--- src/rtl/adder_check_monitor.sv ---
// adder_check_monitor: compares a DUV adder against a reference adder one
// vector per cycle, counts checked/failing vectors, captures the first
// failing vector and gives a pass/fail verdict after file_size vectors.
// The compare-mode parameter is named cmp_type because "type" is a reserved
// word in SystemVerilog.
module adder_check_monitor #(
  parameter int n         = 32,
  parameter bit cmp_type  = 1'b1,
  parameter int file_size = 30000,
  parameter int CW        = 32
) (
  input  logic          clk,
  input  logic          rst_n,
  input  logic          start,
  input  logic          valid,
  input  logic          cin,
  input  logic [n-1:0]  a,
  input  logic [n-1:0]  b,
  input  logic [n-1:0]  s_ref,
  input  logic [n-1:0]  s_duv,
  input  logic          cout_ref,
  input  logic          cout_duv,
  input  logic          prop_ref,
  input  logic          gen_ref,
  input  logic          prop_duv,
  input  logic          gen_duv,
  output logic          busy,
  output logic          done,
  output logic          pass,
  output logic          mismatch,
  output logic [CW-1:0] vec_count,
  output logic [CW-1:0] err_count,
  output logic [2:0]    err_flags,
  output logic          ff_valid,
  output logic [CW-1:0] ff_idx,
  output logic [n-1:0]  ff_a,
  output logic [n-1:0]  ff_b,
  output logic          ff_cin
);

  typedef enum logic [1:0] {IDLE, RUN, DONE} state_t;
  state_t state, state_nxt;

  logic          start_acc;  // start honoured only outside RUN
  logic          chk;        // a vector is checked at this edge
  logic          m_sum, m_cout, m_pg, mm;
  logic [CW-1:0] vec_nxt, err_nxt;
  logic          last;       // this edge checks the final vector of the run

  assign start_acc = start && (state != RUN);
  assign chk       = valid && (state == RUN);
  assign m_sum     = (s_ref != s_duv);
  assign m_cout    = (cout_ref != cout_duv);
  assign m_pg      = cmp_type && ((prop_ref != prop_duv) || (gen_ref != gen_duv));
  assign mm        = chk && (m_sum || m_cout || m_pg);
  assign vec_nxt   = vec_count + 1'b1;
  assign err_nxt   = (mm && (err_count != '1)) ? err_count + 1'b1 : err_count;
  assign last      = chk && (vec_nxt == CW'(file_size));

  // State register
  always_ff @(posedge clk or negedge rst_n) begin
    if (!rst_n) state <= IDLE;
    else        state <= state_nxt;
  end

  // Next-state: a start in RUN is ignored, so only the final vector leaves RUN
  always_comb begin
    state_nxt = state;
    case (state)
      IDLE:    if (start) state_nxt = RUN;
      RUN:     if (last)  state_nxt = DONE;
      DONE:    if (start) state_nxt = RUN;
      default: state_nxt = IDLE;
    endcase
  end

  // Status outputs decoded straight from the state register
  always_comb begin
    busy = (state == RUN);
    done = (state == DONE);
  end

  // Counters, sticky flags, verdict and per-vector mismatch flag
  always_ff @(posedge clk or negedge rst_n) begin
    if (!rst_n) begin
      vec_count <= '0;
      err_count <= '0;
      err_flags <= '0;
      mismatch  <= 1'b0;
      pass      <= 1'b0;
    end else if (start_acc) begin
      vec_count <= '0;
      err_count <= '0;
      err_flags <= '0;
      mismatch  <= 1'b0;
      pass      <= 1'b0;
    end else begin
      mismatch <= mm;
      if (chk) begin
        vec_count <= vec_nxt;
        err_count <= err_nxt;
        if (mm) err_flags <= err_flags | {m_pg, m_cout, m_sum};
      end
      if (last) pass <= (err_nxt == '0);
    end
  end

  // First-fail capture; later failures never overwrite it
  always_ff @(posedge clk or negedge rst_n) begin
    if (!rst_n) begin
      ff_valid <= 1'b0;
      ff_idx   <= '0;
      ff_a     <= '0;
      ff_b     <= '0;
      ff_cin   <= 1'b0;
    end else if (start_acc) begin
      ff_valid <= 1'b0;
      ff_idx   <= '0;
      ff_a     <= '0;
      ff_b     <= '0;
      ff_cin   <= 1'b0;
    end else if (mm && !ff_valid) begin
      ff_valid <= 1'b1;
      ff_idx   <= vec_count;
      ff_a     <= a;
      ff_b     <= b;
      ff_cin   <= cin;
    end
  end

endmodule

--- config.mk ---
export PLATFORM = sky130hd
export DESIGN_NAME = adder_check_monitor
export DESIGN_NICKNAME = d
export VERILOG_FILES = /design/src/rtl/adder_check_monitor.sv
export SDC_FILE = /design/constraint.sdc
export NUM_CORES = 1
export LEC_CHECK = 0
export ABC_AREA = 1
export BUFFER_PORTS_ARGS = -buffer_cell sky130_fd_sc_hd__buf_2
export CAP_MARGIN = 10
export CORE_MARGIN = 1
export CORE_UTILIZATION = 40
export CTS_BUF_LIST = sky130_fd_sc_hd__clkbuf_4 sky130_fd_sc_hd__clkbuf_8
export DETAILED_ROUTE_END_ITERATION = 8
export HOLD_SLACK_MARGIN = 0.06
export PLACE_DENSITY_LB_ADDON = 0.05
export SLEW_MARGIN = 0
export SYNTH_ARGS = -nofsm -noshare
export SYNTH_HDL_FRONTEND = slang
export SYNTH_SLANG_ARGS = --single-unit
--- constraint.sdc ---
create_clock -name clk -period 2.65 [get_ports clk]
set_input_delay 0.3975 -clock clk [delete_from_list [all_inputs] [get_ports clk]]
set_output_delay 0.3975 -clock clk [all_outputs]
set_load 0.005 [all_outputs]
==> impl_metrics.json <==
{
  "clock_latency_ns": 0.48,
  "max_freq_ghz": 0.397,
  "drive_gt1_share_pct": 28.8,
  "finalCritPeriodShare_pct": 95.1,
  "vias": 9508,
  "cts_tree": "built",
  "nets": 1727,
  "stdcell_area_sq_um": 12100,
  "port_buffers": 307,
  "drtPass1Iterations": 5,
  "switching_power_uw": 2310,
  "cts_root_buf": "clkbuf_8",
  "ant_nets": 0,
  "synth_warnings": 0,
  "skew_ns": 0.0201,
  "syn_avg_cell_area_sq_um": 7.44,
  "crit_slowest_cell": "dfrtp_1",
  "num_rows": 55,
  "wl_per_cell_um": 15.5,
  "dp_cells": 1870,
  "seq_power_share_pct": 48.0,
  "worstPathCellList": "ha_2 -> nand2_2 -> nor2_4 -> nand4_1 -> buf_4 -> inv_2 -> nand3_1 -> xor2_1 -> inv_1 -> nand3_1 -> nor2_2 -> nand4_1 -> nor3_4 -> o22ai_1",
  "ys_seq_elements": 169,
  "cts.htree.levels": 4,
  "io_pins": 308,
  "finalPower_uw": 6540,
  "grtUsageTotal_pct": 24.8,
  "die_area_sq_um": 24100,
  "place_hpwl_um": 21700,
  "timing.final.hold_violations": 0,
  "drt-total-wl_um": 29700,
  "pwr-share-clk_pct": 28.5,
  "fp.coreArea_sq_um": 22800,
  "cp-end-kind": "register",
  "critPathBufInv": 3,
  "dieWidth_um": 155,
  "critPathLaunchType": "register",
  "grt_pass1_wl_um": 47200,
  "grt_pass1_vias": 8860,
  "max_stage_delay_ns": 0.40,
  "critical_path_peak_fanout": 5,
  "wl_met3_um": 1430,
  "fin_crit_ns": 2.52,
  "power_frac_comb_pct": 23.5,
  "route.met2.wl_um": 14500,
  "p_per_area_nw_per_um2": 541,
  "worstMarginPinSlew_ns": 0.725,
  "antenna_found_initial": 0,
  "slew_viol_final": 0,
  "clkTransAtPathRegs_ns": 0.11,
  "syn-num-nets": 1405,
  "leakagePower_uw": 0.00665,
  "cts_sinks": 169,
  "drtIter0Drc": 694,
  "gp_congestion": 0.943,
  "grt_max_degree": 99,
  "met1_length_um": 13200,
  "routed_via_density": 4.97,
  "ys_seq_area_share_pct": 45.0,
  "yosysUniqueCellTypes": 36,
  "outcome": "finished, final reports clean",
  "grt_remaining_overflow": 0,
  "p_int_uw": 4230,
  "cp_data_arrival_time_ns": 2.86,
  "start_util_pct": 41.2,
  "place_area_sq_um": 11500,
  "critPathTopFamily": "simple AND/OR/NAND/NOR gates",
  "worstPathRequired_ns": 3.00,
  "synth_area_sq_um": 9400,
  "diodes": 0,
  "cts_max_path_buffers": 2,
  "routed.top_layer": "met4",
  "timing.slew.headroom_pct": 51.7,
  "sw_frac_of_total_pct": 35.3,
  "crit_type": "reg2reg",
  "area_growth_pct": 28.6,
  "maxCapViolCount": 0,
  "ir_worst_vdd_uv": 351,
  "numCtsBuffers": 17,
  "instances_no_fill": 1912,
  "finalSetupViolations": 0,
  "die_h_um": 155,
  "drc": 0,
  "syn-instance-count": 1264,
  "hold_class": "in2reg"
}
## cells in the final DEF (no fill, tap or decap), types with 4 or more instances in the layout
master,count
nor2_4,5
inv_2,26
o22ai_1,22
nor3_1,22
buf_2,306
buf_12,7
inv_1,115
nand2_2,7
clkbuf_8,17
nor2_1,107
nand3_1,198
nand3_2,5
inv_8,4
nand4_1,48
dfrtp_1,168
xnor2_1,25
nand3b_1,11
a21oi_1,4
xor2_1,36
nand2_1,329
nor2_2,8
o21ai_0,42
buf_4,48
## registers in the layout (all words and copies together), names as in the netlist, 2 cells and up
signal and flops:
err_flags 3, ff_b 32, ff_a 32, ff_idx 32, vec_count 32, state 2
err_count 32
## kinds of logic (layout without fill, tap and decap cells)
family	after synthesis	after routing	share of synthesized area (%)
and+or+nand+nor	753	753	36.1
buffers and inverters	205	540	8.54
DFF	169	169	45.0
AOI/OAI and AO/OA	72	72	4.27
xor gates and xnor gates	63	63	5.87
adders and majority gates	2	2	0.266
## layout make-up
cell class,count,area [sq um]
fill,2386,10800
multi-input combinational,890,4480
sequential,169,4230
timing repair buffer,363,2050
inverter,145,546
tap,313,392
clock buffer,17,234
clock inverter,15,156
## path summary, 6_finish.rpt
path / start / end / slack, ns / depth (start not counted)
setup / recovery: vec_count[1] / state[0] / 0.13 / 14
hold / removal: a[23] / ff_a[23] / 0.14 / 3
setup reg to reg: vec_count[1] / state[0] / 0.13 / 14
hold reg to reg: ff_b[0] / ff_b[0] / 0.50 / 2
max in group asynchronous: rst_n / ff_a[30] / 1.46 / 3
min in group asynchronous: rst_n / ff_idx[9] / 0.44 / 2
## metrics by stage
| step | hold slack, ns | setup WS, ns | TNS, ns | utilization [%] |
|---|---|---|---|---|
| finish | 0.143 | 0.131 | 0 | 52.9 |
| global route | 0.124 | -0.000197 | -0.000197 | 52.9 |
| detailed placement | 0.400 | -0.110 | -0.189 | 50.5 |
| global placement | 0.402 | -0.120 | -0.205 | 50.5 |
| CTS | 0.112 | 0.0868 | 0 | 52.3 |
| floorplan | 0.102 | 0.517 | 0 | - |
## cell usage after synthesis, drive strengths merged
library cell | instances | area (sq um)
and2 | 1 | 6.26
o22ai | 22 | 138
nor3b | 1 | 7.51
nand2 | 337 | 1270
nand4 | 49 | 322
xnor2 | 25 | 219
o21ai | 42 | 210
dfrtp | 169 | 4230
o21bai | 1 | 7.51
ha | 2 | 25.0
nor3 | 27 | 145
nor4 | 1 | 6.26
and3 | 1 | 6.26
buf | 26 | 131
nand3b | 11 | 82.6
a221oi | 1 | 8.76
clkinv | 3 | 11.3
o22a | 1 | 8.76
inv | 142 | 533
nor4b | 1 | 8.76
nor2 | 120 | 480
nand3 | 204 | 1050
a21oi | 5 | 28.8
xor2 | 38 | 333
clkbuf | 34 | 128
## power by group through the flow
stage	combinational, uW	sequential [uW]	clock [uW]
after floorplan	727	3170	0
after global placement	1460	3180	0
after detailed placement	1480	3190	0
after CTS	1490	3130	1920
after global routing	1740	3180	2020
final	1540	3140	1870
## per-layer routing
| layer | track usage, % | vias to the layer above |
|---|---|---|
| li1 | - | 4720 |
| met1 | 33.3 | 4464 |
| met2 | 41.3 | 284 |
| met3 | 3.40 | 40 |
| met4 | 7.84 | 0 |
| met5 | 0 | - |
## worst min-delay path: stages
cell     delay (ns)
buf_2          0.08
nand3_1        0.06
nand2_1        0.06
## timing repair
action | CTS | global route
hold endpoints to repair | 52 | 0
pin swaps | 1 | 5
setup buffers | 1 | 8
setup endpoints to repair | 2 | 3
resized for setup | 2 | 21
hold buffers | 1 | 0
No activity file was read; power rests on OpenSTA's default activity.
